===== src/rtl/dht11_sampler.sv =====
// DHT11 transaction controller: paces reads, supervises the reader handshake,
// verifies the checksum, retries failed attempts and publishes validated data.
module dht11_sampler #(
  parameter int unsigned MIN_INTERVAL = 200_000_000,
  parameter int unsigned TIMEOUT      = 10_000_000,
  parameter int unsigned ARM_CYCLES   = 4,
  parameter int unsigned MAX_RETRY    = 3
) (
  input  logic       CLK,
  input  logic       RST,
  input  logic       REQ,
  output logic       BUSY,
  output logic       DONE,
  output logic       OK,
  output logic [1:0] ERR_CODE,
  output logic [7:0] HUM_I,
  output logic [7:0] HUM_F,
  output logic [7:0] TEMP_I,
  output logic [7:0] TEMP_F,
  output logic       DHT_EN,
  output logic       DHT_RST,
  input  logic       DHT_WAIT,
  input  logic       DHT_ERROR,
  input  logic [7:0] DHT_HUM_INT,
  input  logic [7:0] DHT_HUM_FLOAT,
  input  logic [7:0] DHT_TEMP_INT,
  input  logic [7:0] DHT_TEMP_FLOAT,
  input  logic [7:0] DHT_CRC
);

  localparam int unsigned IW = $clog2(MIN_INTERVAL + 1);
  localparam int unsigned TW = $clog2(((TIMEOUT > ARM_CYCLES) ? TIMEOUT : ARM_CYCLES) + 1);
  localparam int unsigned AW = $clog2(MAX_RETRY + 1);

  typedef enum logic [2:0] {IDLE, HOLDOFF, KICK, ARM, RUN, CHECK, FINISH} state_t;
  typedef enum logic [1:0] {ERR_NONE, ERR_PROTO, ERR_CRC, ERR_TIMEOUT} err_t;

  state_t         st_q;
  logic [IW-1:0]  ivl_q;
  logic [TW-1:0]  to_q;
  logic [AW-1:0]  att_q;
  logic           pend_q;
  logic           sticky_q;
  logic           busy_q;
  logic           done_q;
  logic           ok_q;
  err_t           err_q;
  logic [31:0]    data_q;
  logic           en_q;
  logic           kick_q;

  logic           fail_d;
  err_t           code_d;
  logic [7:0]     sum_d;

  assign BUSY     = busy_q;
  assign DONE     = done_q;
  assign OK       = ok_q;
  assign ERR_CODE = err_q;
  assign HUM_I    = data_q[31:24];
  assign HUM_F    = data_q[23:16];
  assign TEMP_I   = data_q[15:8];
  assign TEMP_F   = data_q[7:0];
  assign DHT_EN   = en_q;
  assign DHT_RST  = kick_q;

  // Attempt failure detection: arm window, run timeout, protocol and checksum faults.
  always_comb begin
    fail_d = 1'b0;
    code_d = ERR_NONE;
    sum_d  = DHT_HUM_INT + DHT_HUM_FLOAT + DHT_TEMP_INT + DHT_TEMP_FLOAT;
    case (st_q)
      ARM: if (!DHT_WAIT && to_q >= TW'(ARM_CYCLES - 1)) begin
        fail_d = 1'b1;
        code_d = ERR_TIMEOUT;
      end
      RUN: if (DHT_WAIT && to_q >= TW'(TIMEOUT - 1)) begin
        fail_d = 1'b1;
        code_d = ERR_TIMEOUT;
      end
      CHECK: if (sticky_q) begin
        fail_d = 1'b1;
        code_d = ERR_PROTO;
      end else if (sum_d != DHT_CRC) begin
        fail_d = 1'b1;
        code_d = ERR_CRC;
      end
      default: ;
    endcase
  end

  // Transaction FSM with registered handshake and result outputs.
  always_ff @(posedge CLK) begin
    if (RST) begin
      st_q     <= IDLE;
      ivl_q    <= '0;
      to_q     <= '0;
      att_q    <= '0;
      pend_q   <= 1'b0;
      sticky_q <= 1'b0;
      busy_q   <= 1'b0;
      done_q   <= 1'b0;
      ok_q     <= 1'b0;
      err_q    <= ERR_NONE;
      data_q   <= '0;
      en_q     <= 1'b0;
      kick_q   <= 1'b0;
    end else begin
      done_q <= 1'b0;
      kick_q <= 1'b0;
      if (ivl_q < IW'(MIN_INTERVAL)) ivl_q <= ivl_q + 1'b1;
      if (REQ && st_q != IDLE) pend_q <= 1'b1;

      case (st_q)
        IDLE: if (REQ || pend_q) begin
          pend_q <= 1'b0;
          busy_q <= 1'b1;
          att_q  <= AW'(1);
          st_q   <= HOLDOFF;
        end
        HOLDOFF: if (ivl_q >= IW'(MIN_INTERVAL)) begin
          en_q   <= 1'b1;
          kick_q <= 1'b1;
          st_q   <= KICK;
        end
        KICK: begin
          ivl_q    <= '0;
          to_q     <= '0;
          sticky_q <= 1'b0;
          st_q     <= ARM;
        end
        ARM: begin
          sticky_q <= sticky_q | DHT_ERROR;
          to_q     <= to_q + 1'b1;
          if (DHT_WAIT) st_q <= RUN;
        end
        RUN: begin
          sticky_q <= sticky_q | DHT_ERROR;
          to_q     <= to_q + 1'b1;
          if (!DHT_WAIT) st_q <= CHECK;
        end
        CHECK: if (!fail_d) begin
          data_q <= {DHT_HUM_INT, DHT_HUM_FLOAT, DHT_TEMP_INT, DHT_TEMP_FLOAT};
          ok_q   <= 1'b1;
          err_q  <= ERR_NONE;
          done_q <= 1'b1;
          st_q   <= FINISH;
        end
        FINISH: begin
          busy_q <= 1'b0;
          st_q   <= IDLE;
        end
        default: st_q <= IDLE;
      endcase

      // Failures from ARM/RUN/CHECK share one retry path, overriding the state step above.
      if (fail_d) begin
        if (att_q < AW'(MAX_RETRY)) begin
          att_q <= att_q + 1'b1;
          st_q  <= HOLDOFF;
        end else begin
          ok_q   <= 1'b0;
          err_q  <= code_d;
          done_q <= 1'b1;
          st_q   <= FINISH;
        end
      end
    end
  end

endmodule

===== config.mk =====
export PLATFORM = sky130hd
export DESIGN_NAME = dht11_sampler
export DESIGN_NICKNAME = d
export VERILOG_FILES = /design/src/rtl/dht11_sampler.sv
export SDC_FILE = /design/constraint.sdc
export NUM_CORES = 1
export LEC_CHECK = 0
export CAP_MARGIN = 10
export CORE_UTILIZATION = 35
export CTS_BUF_LIST = sky130_fd_sc_hd__clkbuf_4 sky130_fd_sc_hd__clkbuf_8
export DETAILED_ROUTE_END_ITERATION = 12
export GPL_TIMING_DRIVEN = 0
export SYNTH_ARGS = -nofsm -noshare
export SYNTH_HDL_FRONTEND = slang
export SYNTH_SLANG_ARGS = --single-unit

===== constraint.sdc =====
create_clock -name CLK -period 4.75 [get_ports CLK]
set_input_delay 1.425 -clock CLK [delete_from_list [all_inputs] [get_ports CLK]]
set_output_delay 1.425 -clock CLK [all_outputs]
set_load 0.02 [all_outputs]

* Yosys cells after proc, flatten, opt, wreduce, memory -nomap -nowiden *
Cells that the tools add are included.

word-level totals
  register bits after elaboration = 98
  latch bits = 0
  bits in writable memories = 0
  memory bits (read-only) = 0
  input bits = 45
  output and inout bits = 39
  memories = 0

operators by class
  add/sub/neg operators = 6
  multipliers = 0
  divide/modulo/power cells = 0
  magnitude comparators = 5
  eq/ne operators = 12
  shift operators = 0
  multiplexer cells = 41
  bitwise gates (word level) = 3
  reductions and logical operators = 16

operators with widths
  operator                                                                              count
  24-bit case mux with 2 select lines                                                   1
  28-bit by 1-bit adder with 28-bit output, second input constant                       1
  28-bit greater-or-equal comparator, second input constant                             1
  28-bit < comparator, second input constant                                            1
  24-bit by 1-bit adder with 24-bit output, second input constant                       1
  8-bit adder                                                                           3
  24-bit by 2-bit greater-or-equal comparator with 1-bit output, second input constant  1
  24-bit greater-or-equal comparator, second input constant                             1
  2-bit 2-to-1 mux                                                                      12
  3-bit 2-to-1 mux                                                                      6
  3-bit case mux with 6 select lines                                                    1
  1-bit 2-to-1 mux                                                                      17
  3-bit inequality test, second input constant                                          4
  3-bit equality test, second input constant                                            3
  8-bit inequality test                                                                 1
  3-bit by 2-bit equality test with 1-bit output, second input constant                 2
  2-bit case mux with 3 select lines                                                    1
  2-bit AND reduction                                                                   3
  2-bit OR reduction                                                                    3
  1-bit case mux with 2 select lines                                                    2
  4-bit AND reduction                                                                   1
  2-bit nonzero test                                                                    2
  3-bit by 1-bit equality test with 1-bit output, second input constant                 1
  1-bit logical AND                                                                     3
  10 further kinds                                                                      11

* Longest topological paths before layout *
  depth after elaboration = 11
  gate-level depth with buffers = 15
  mapped depth without buffers = 13

* Worst setup path after synthesis *
Ideal clock, no wire load.

  path type = input to register
  from = input port DHT_HUM_INT[1]
  to = register data_q[10]
  data arrival time = 4.553 ns
  data required time = 4.622 ns
  slack = 0.069 ns
  stages on the path = 15
  path buffers = 2
  cell sequence = fa_1 > inv_1 > fa_1 > inv_1 > ha_1 > fa_1 > xnor2_1 > xnor2_1 > nor4_1 > o211ai_1 > nor4b_2 > buf_4 > buf_12 > mux2i_1 > nor2_1

between the ends
  cells in the longest elaborated chain, start to end = 9

RTL lines
  what                                  line  source
  start: declaration                    24    input logic [7:0] DHT_HUM_INT,
  8-bit adder (3 in series)             71    sum_d = DHT_HUM_INT + DHT_HUM_FLOAT + DHT_TEMP_INT + DHT_TEMP_FLOAT;
  8-bit inequality test                 84    end else if (sum_d != DHT_CRC) begin
  1-bit 2-to-1 mux                      84
  1-bit 2-to-1 mux                      81    CHECK: if (sticky_q) begin
  1-bit case mux with 3 select lines    72    case (st_q)
  1-bit NOT (no source line)            n/a
  2-bit AND reduction (no source line)  n/a
  end signal: assignment                143   data_q <= {DHT_HUM_INT, DHT_HUM_FLOAT, DHT_TEMP_INT, DHT_TEMP_FLOAT};
  end: declaration                      48    logic [31:0] data_q;

Every way passes these cells.
A chain may end at the register's enable or synchronous reset.

* Worst setup path in the final report *
  from = input port DHT_HUM_FLOAT[1]
  to = register data_q[6]

between the ends
  cells in the longest elaborated chain, start to end = 9

RTL lines
  what                                  line  source
  start: declaration                    25    input logic [7:0] DHT_HUM_FLOAT,
  8-bit adder (3 in series)             71
  8-bit inequality test                 84
  1-bit 2-to-1 mux                      84
  1-bit 2-to-1 mux                      81
  1-bit case mux with 3 select lines    72
  1-bit NOT (no source line)            n/a
  2-bit AND reduction (no source line)  n/a

Every way passes these cells.

==> impl_metrics.py <==
metrics = {
    "setup_path": {
        "cp_data_arrival_time_ns": 4.93,
        "crit_fanout": 5,
        "cp-start-kind": "primary input",
        "path_depth": 17,
        "critPathSlowestCell": "fa_1",
        "critPathCaptureType": "register",
        "path_delay_family": "adder cells",
        "path_buf_inv": 6,
        "worstPathRequired_ns": 5.01,
        "r2r_cells": 11,
        "cpPeakStageDelay_ns": 0.55,
        "path_class": "in -> reg",
        "crit_chain": "buf_6 > fa_1 > inv_2 > fa_1 > inv_2 > ha_4 > fa_2 > xnor2_1 > nand3_1 > nor4_2 > o211ai_1 > nor4b_2 > buf_4 > buf_12 > buf_12 > mux2i_1 > nor2_1",
    },
    "min_path": {
        "hold_path_class": "reg -> reg",
        "worstHoldPathCells": 1,
    },
    "sta": {
        "grt_setup_unrepaired": "true",
        "fin_crit_sh": 0.985,
        "max_slew.worst_pin.slew_ns": 0.937,
        "layout_min_cycle_time_ns": 4.68,
        "tns_ns": 0,
        "hold_violations": 0,
        "final.setup_skew_ns": 0.0144,
        "fmax_ghz": 0.214,
        "relSlewSlack": 0.369,
        "setup_violations": 0,
        "slew_violations": 0,
    },
    "logic_synthesis": {
        "ys_types": 55,
        "yosys.area.top_type": "dfxtp_1",
        "synth_top_area_share": 0.390,
        "syn_area_um2": 5030,
        "synth.net_count": 633,
        "synth_warnings": 0,
        "synth_async_sr_flop_share": 0,
        "synthTopCellsByArea": "dfxtp_1, nor2_1, mux2i_1",
        "synth_enable_flop_cells": 0,
        "synth_cells": 562,
        "avgSynthCellArea_um2": 8.94,
        "synth.yosys.seq_area_share": 0.390,
        "synth_ff_type": "dfxtp_1",
        "ys_ff_latch": 98,
    },
    "final_layout": {
        "fin_util": 0.470,
        "nets": 738,
        "drive_above_1_share": 0.0804,
        "regArea_um2": 1960,
        "area_growth_pct": 30.2,
        "final_cell_area_um2": 6540,
        "multi_input_area_um2": 2920,
        "nFillCells": 1325,
        "antenna_cells": 0,
    },
    "die": {
        "die_w_um": 122,
        "die-area_um2": 14800,
        "initial_core_util": 0.361,
        "io_pins": 84,
        "die_y_um": 122,
        "core_area_um2": 13900,
        "rows": 43,
    },
    "clock_tree": {
        "clk-insertion-delay-late_ns": 0.38,
        "cts_made_buffers": 9,
        "h-tree-depth": 3,
        "clk_pin_slew_ns": 0.09,
        "clk_path_buf_depth": 2,
        "cts_num_sinks": 98,
        "cts_root_buf": "clkbuf_8",
        "cts_tree": "done",
    },
    "placement": {
        "gp_congestion": 0.840,
        "portBuffers": 83,
        "hpwl_um": 9300,
        "placed_area_um2": 6080,
    },
    "power": {
        "fin_total_pwr_w": 0.00179,
        "vdd_drop_max_mv": 0.131,
        "power_density_nw_per_um2": 274,
        "p_leak_nw": 2.37,
    },
    "global_route": {
        "antenna_found_initial": 0,
        "grtUsageTotal": 0.179,
        "grt_overflow_total": 0,
        "first_global_vias": 4309,
        "grt_pass1_wl_um": 20500,
        "grt_max_degree": 17,
    },
    "routing": {
        "drtAntennaViolNets": 0,
        "vias": 4366,
        "wire_per_inst_um": 15.1,
        "drt_pass1_iterations": 4,
        "avgViaCountPerCell": 5.12,
        "routed_wl_um": 12900,
        "drtIter0Drc": 280,
        "route.detailed.drc": 0,
    },
    "run": {
        "max_cap_violations": 0,
    },
    "status": {
        "status": "completed",
    },
}
==> worst paths after layout <==
kind	startpoint	to	slack [ns]
setup / recovery	DHT_HUM_FLOAT[1]	data_q[6]	0.07
setup reg to reg	to_q[0]	data_q[6]	1.88
hold / removal	DHT_EN	DHT_EN	0.49
hold reg to reg	DHT_EN	DHT_EN	0.49
==> layer usage <==
layer  share of wire  global-route usage  routed length [um]
met5               0                   0                   0
met4           0.023              0.0748                 299
met2            0.47               0.291                6100
met3           0.048              0.0445                 616
met1            0.45               0.226                5850
==> Yosys cell counts, types with 3 or more instances <==
cell       n
or3_1      6
nand3_1   33
dfxtp_1   98
buf_12     3
xor2_1    17
mux2_1     8
o21ai_0   11
and4_1     5
a311oi_1   4
nand2_1   46
fa_1      14
inv_1     20
a31oi_1    3
nor3_1     8
or2_0      3
nor2_1    91
o211a_1    3
a21oi_1   28
o22ai_1    3
nand4_1   10
nor4_1    10
xnor2_1   17
a211oi_1   6
ha_1      12
nor2b_1    3
o21a_1     5
mux2i_1   32
and3_1    15
clkbuf_1  17
==> where the power goes <==
group / switching [W] / internal [W]
registers: 0.00000471 / 0.000826
clock network: 0.000307 / 0.000327
logic: 0.000164 / 0.000165
==> cells in the final DEF, fill, tap and decap left out, types with 6 or more instances in the layout <==
master	n
ha_1	9
nor3_1	8
or3_1	6
nand2_1	46
nand3_1	33
a211oi_1	6
and3_1	15
mux2i_1	32
fa_1	12
buf_4	6
clkdlybuf4s50_1	74
nor2_1	91
a21oi_1	26
xor2_1	16
xnor2_1	17
o21ai_0	11
nor4_1	9
mux2_1	8
clkbuf_1	17
nand4_1	10
clkbuf_8	11
inv_1	17
dfxtp_1	98
==> layout make-up <==
| cell class | count | area share |
|---|---|---|
| clock inverters | 5 | 0.0128 |
| inverters | 21 | 0.0120 |
| plain buffers | 22 | 0.0208 |
| multi-input cells | 421 | 0.446 |
| flip-flops and latches | 98 | 0.300 |
| well taps | 180 | 0.0344 |
| clock buffers | 11 | 0.0231 |
| repair buffers | 94 | 0.151 |
==> per-stage QoR <==
| stage | hold slack [ns] | std cells | worst slack [ns] |
|---|---|---|---|
| floorplan | 0.454 | 562 | 0.0692 |
| global placement | 0.464 | 825 | -0.719 |
| detailed placement | 0.479 | 825 | -0.802 |
| CTS | 0.498 | 851 | 0.00536 |
| global route | 0.518 | 852 | -0.101 |
| finish | 0.491 | 852 | 0.0730 |
==> registers in the layout (all words and copies together) (netlist names), named ones only <==
| name | count |
|---|---|
| sticky_q | 1 |
| OK | 1 |
| DONE | 1 |
| DHT_RST | 1 |
| DHT_EN | 1 |
| att_q | 1 |
| pend_q | 1 |
| ivl_q | 28 |
| data_q | 32 |
| ERR_CODE | 2 |
| st_q | 3 |
| to_q | 24 |
| BUSY | 1 |
==> kinds of logic (layout without fill, tap and decap cells) <==
kind of cell               after synthesis  after routing  synth area share
adders and majority gates               26             26            0.0856
DFF                                     98             98             0.390
xor gates and xnor gates                36             36            0.0682
buffers and inverters                   43            153            0.0428
AOI/OAI and AO/OA                       81             81             0.107
and+or+nand+nor                        236            236             0.220
muxes                                   42             42            0.0861
==> worst reg2reg max path, stage by stage, from the launching register on <==
cell	delay, ns
dfxtp_1	0.35
ha_1	0.25
and3_1	0.23
a41o_1	0.24
a2111o_1	0.43
a211oi_2	0.28
nor4b_2	0.26
buf_4	0.19
buf_12	0.14
buf_12	0.12
mux2i_1	0.19
nor2_1	0.06
==> repair_timing <==
item / in CTS / in global routing
hold endpoints to repair: 0 / 0
hold buffers: 0 / 0
endpoints found under the setup margin: 39 / 35
cloned: 3 / 0
setup buffers: 7 / 1
gates resized for setup: 28 / 10
pin swaps: 11 / 9
(Power assumes the default switching activity.)
